`src/rtl/multicycle_logic_unit.sv`:
```
// Slice-serial bitwise logic unit (AND/OR/XOR/NOR), SLICE bits per clock, LSB slice first,
// with a start/busy/ready handshake shared with the mult/div units.
module multicycle_logic_unit #(
   parameter int unsigned WIDTH = 32,
   parameter int unsigned SLICE = 8
) (
   input  logic             clock,
   input  logic             reset,
   input  logic             ctrl_start,
   input  logic [1:0]       ctrl_op,
   input  logic [WIDTH-1:0] data_operandA,
   input  logic [WIDTH-1:0] data_operandB,
   output logic [WIDTH-1:0] data_result,
   output logic             data_resultRDY,
   output logic             data_busy,
   output logic             data_zero
);

   localparam int unsigned NSLICE = (SLICE == 0) ? 1 : WIDTH / SLICE;
   localparam int unsigned CW     = (NSLICE > 1) ? $clog2(NSLICE) : 1;
   localparam int unsigned TOP    = WIDTH - SLICE;

   generate
      if (SLICE == 0 || SLICE > WIDTH || (WIDTH % SLICE) != 0) begin : g_bad_param
         $error("multicycle_logic_unit: WIDTH must be a non-zero multiple of SLICE");
      end
   endgenerate

   typedef enum logic {
      S_IDLE = 1'b0,
      S_RUN  = 1'b1
   } state_t;

   state_t           r_state;
   logic [WIDTH-1:0] r_a;
   logic [WIDTH-1:0] r_b;
   logic [1:0]       r_op;
   logic [CW-1:0]    r_cnt;
   logic [WIDTH-1:0] r_acc;
   logic [WIDTH-1:0] r_result;
   logic             r_rdy;
   logic             r_busy;
   logic             r_zero;

   logic [SLICE-1:0] w_slc;
   logic [WIDTH-1:0] w_acc_next;
   logic             w_last;

   // Latched operands shift right so the active slice always sits at bit 0;
   // each result slice enters the accumulator from the top and ends in its own position.
   always_comb begin
      w_slc = '0;
      case (r_op)
         2'b00:   w_slc = r_a[SLICE-1:0] & r_b[SLICE-1:0];
         2'b01:   w_slc = r_a[SLICE-1:0] | r_b[SLICE-1:0];
         2'b10:   w_slc = r_a[SLICE-1:0] ^ r_b[SLICE-1:0];
         default: w_slc = ~(r_a[SLICE-1:0] | r_b[SLICE-1:0]);
      endcase
      w_acc_next = (r_acc >> SLICE) | (WIDTH'(w_slc) << TOP);
      w_last     = (r_cnt == CW'(NSLICE - 1));
   end

   always_ff @(posedge clock) begin
      if (reset) begin
         r_state  <= S_IDLE;
         r_a      <= '0;
         r_b      <= '0;
         r_op     <= '0;
         r_cnt    <= '0;
         r_acc    <= '0;
         r_result <= '0;
         r_rdy    <= 1'b0;
         r_busy   <= 1'b0;
         r_zero   <= 1'b0;
      end else begin
         case (r_state)
            S_IDLE: begin
               r_rdy <= 1'b0;
               if (ctrl_start) begin
                  r_a     <= data_operandA;
                  r_b     <= data_operandB;
                  r_op    <= ctrl_op;
                  r_cnt   <= '0;
                  r_acc   <= '0;
                  r_busy  <= 1'b1;
                  r_state <= S_RUN;
               end
            end
            S_RUN: begin
               r_a   <= r_a >> SLICE;
               r_b   <= r_b >> SLICE;
               r_acc <= w_acc_next;
               r_cnt <= r_cnt + CW'(1);
               if (w_last) begin
                  r_result <= w_acc_next;
                  r_zero   <= (w_acc_next == '0);
                  r_rdy    <= 1'b1;
                  r_busy   <= 1'b0;
                  r_state  <= S_IDLE;
               end
            end
            default: r_state <= S_IDLE;
         endcase
      end
   end

   assign data_result    = r_result;
   assign data_resultRDY = r_rdy;
   assign data_busy      = r_busy;
   assign data_zero      = r_zero;

endmodule

```
`config.mk`:
```
export PLATFORM = sky130hd
export DESIGN_NAME = multicycle_logic_unit
export DESIGN_NICKNAME = d
export VERILOG_FILES = /design/src/rtl/multicycle_logic_unit.sv
export SDC_FILE = /design/constraint.sdc
export NUM_CORES = 1
export LEC_CHECK = 0
export ABC_AREA = 1
export BUFFER_PORTS_ARGS = -buffer_cell sky130_fd_sc_hd__buf_4
export CORE_AREA = 10 10 115 117
export DETAILED_ROUTE_END_ITERATION = 16
export DIE_AREA = 0 0 125 127
export PLACE_DENSITY = 0.75
export SYNTH_ARGS = -nofsm -noshare
export SYNTH_HDL_FRONTEND = slang
export SYNTH_SLANG_ARGS = --single-unit
```
`constraint.sdc`:
```
create_clock -name clock -period 1.3 [get_ports clock]
set_input_delay 0.26 -clock clock [delete_from_list [all_inputs] [get_ports clock]]
set_output_delay 0.26 -clock clock [all_outputs]
set_load 0.05 [all_outputs]
```
==> results.json <==
{
  "nFillCells": 903,
  "synth-seq-cells": 128,
  "clk_latency_ps": 420,
  "grt_max_degree": 45,
  "grt_pass1_wl_mm": 23.4,
  "crit_type": "reg -> reg",
  "nNetsFinal": 948,
  "violations": "negative setup slack",
  "p_leak_nw": 3.59,
  "syn_avg_cell_area_um2": 7.45,
  "outcome": "finished with violations",
  "yosys.area.top_type_share": 0.475,
  "cts_max_level": 4,
  "syn-num-nets": 810,
  "multi_input_area_um2": 2300,
  "worstPathRequired_ps": 1660,
  "clk_pin_slew_ps": 60,
  "fin_skew_ps": 6.36,
  "ant_nets": 0,
  "drt_pass1_iterations": 5,
  "max-slew-margin-rel": 0.800,
  "gp_congestion": 0.817,
  "hpwl_mm": 10.4,
  "drc": 0,
  "regArea_um2": 2590,
  "dr_total_vias": 5120,
  "overflow": 0,
  "clockBufferDepth": 2,
  "cap_violations": 0,
  "setup_violations": 1,
  "synthFlopType": "dfxtp_1",
  "yosysWarnings": 0,
  "wl_per_cell_um": 14.6,
  "wirelength_mm": 14.8,
  "yosysMostFrequentCell": "nand2_1",
  "critPathLaunchType": "flop",
  "tightest_slew_ps": 300,
  "synth-seq-area-share": 0.475,
  "preCtsSetupSlack_ps": -48.1,
  "synthTopCellsByArea": "dfxtp_1 (48%), nand2_1 (17%), inv_1 (7.3%)",
  "hold_violations": 0,
  "drt_iter0_markers": 305,
  "p_total_mw": 10.6,
  "finalCritPeriodShare": 1.04,
  "synth_area_um2": 5390,
  "ys_async_sr_fraction": 0,
  "antenna_found_initial": 0,
  "grtUsageTotal": 0.177,
  "drv_slew": 0,
  "root_buffer": "clkbuf_16",
  "cts_hold_buf": 0,
  "dieArea_um2": 15900,
  "io_pins": 104,
  "cts_buffers": 17,
  "viasPerCell": 5.03,
  "synth_top_area_cell": "dfxtp_1",
  "cts.sinks": 128,
  "hp-class": "in -> reg",
  "die_w_um": 125,
  "vdd_drop_max_mv": 1.38,
  "fin_crit_ps": 1360,
  "syn_to_final_growth_pct": 38.0,
  "start_util": 0.485,
  "fmax_ghz": 0.738,
  "syn-instance-count": 724,
  "cts_tree": "built",
  "crit_fanout": 2,
  "setup_slack_ps": -55.2,
  "die_h_um": 127,
  "post_route_cells_drive_above_1_share": 0.275,
  "power_per_cell_area_nw_per_um2": 1420,
  "synth-edff-count": 0,
  "grt_pass1_vias": 5103,
  "io_buffers": 103,
  "yosysUniqueCellTypes": 28,
  "synth_commonest_cells": "nand2_1 (245), dfxtp_1 (128), inv_1 (105)",
  "rsz0062_at_grt": "true",
  "cp.arrival_ps": 1720,
  "row_count": 39,
  "antenna_cells": 0,
  "core_area_um2": 11100,
  "endpoint_kind": "flop"
}
logic make-up after synthesis:
logic type | synth area share
and+or+nand+nor | 0.235
buffers and inverters | 0.118
DFF | 0.475
AOI/OAI and AO/OA | 0.133
adders and majority gates | 0.0395
critical path: stages (launching register included):
cell and delay (ps):
dfxtp_2 340, inv_2 50, ha_4 220, o21ai_1 150, nand3_1 120, nand2_2 90, nand2_2 60, nor2_2 110
nand3_1 90, nand2_1 70
registers in the layout (all words and copies together), names as in the netlist:
| register | flops |
|---|---|
| data_busy | 1 |
| r_op | 2 |
| r_a | 32 |
| data_result | 32 |
| data_resultRDY | 1 |
| data_zero | 1 |
| r_cnt | 2 |
| r_state | 1 |
| r_acc | 24 |
| r_b | 32 |
layout by cell type (no fill, tap or decap), drive strengths merged, types with 2 or more instances in the layout:
cell / Yosys / layout
nand2: 246 / 246
buf: 22 / 155
dfxtp: 128 / 128
inv: 112 / 112
o21ai: 44 / 44
nand3: 39 / 39
nor2: 25 / 25
o22ai: 22 / 22
a21oi: 19 / 19
clkbuf: 15 / 18
a22oi: 17 / 17
ha: 17 / 17
o221ai: 9 / 9
clkinv: 0 / 7
bufinv: 0 / 6
nand4: 3 / 3
a22o: 2 / 2
clkinvlp: 0 / 2
worst paths after layout:
path / startpoint / end / slack [ps] / cells after the start
worst min-delay path: data_operandA[26] / r_a[26] / 70 / 3
worst min register to register: data_result[6] / data_result[6] / 460 / 2
worst max register to register: r_b[1] / data_zero / -60 / 9
worst max-delay path: r_b[1] / data_zero / -60 / 9
area by class of cell:
cell class,count,area share
Sequential cell,128,0.348
Multi-Input combinational cell,447,0.309
Clock buffer,17,0.0572
Inverter,112,0.0572
Tap cell,143,0.0240
Clock inverter,15,0.0324
Timing Repair Buffer,156,0.172
layer usage:
| layer | GRT usage | wire length, µm | vias to the layer above |
|---|---|---|---|
| met3 | 0.0542 | 903 | 27 |
| met5 | 0 | 0 | - |
| met2 | 0.316 | 7640 | 186 |
| met1 | 0.191 | 5940 | 2338 |
| met4 | 0.0725 | 350 | 0 |
| li1 | - | - | 2569 |
power breakdown:
part           internal [mW]  switching (mW)  total [mW]
clock                   3.58            1.74        5.32
combinational          0.498           0.583        1.08
sequential              4.07          0.0847        4.15
stage by stage:
step                      utilization  cells  hold WS [ps]  cell area (µm²)  setup TNS, ps
after floorplan                     -    724           399             5390              0
after detailed placement        0.590    981           451             6570          -55.5
final                           0.669   1018          72.4             7440          -55.2
after global placement          0.590    981           445             6570          -8.32
after global routing            0.669   1018          85.2             7440           -303
after CTS                       0.653   1014          64.9             7270          -36.1
repair_timing:
item | 4_1_cts | 5_1_grt
buffers inserted | 1 | 4
endpoints found under the setup margin | 24 | 60
pin swaps | 2 | 31
gates resized for setup | 15 | 42
cloned | 0 | 1
Note: power is estimated with default switching activity, not from simulation.
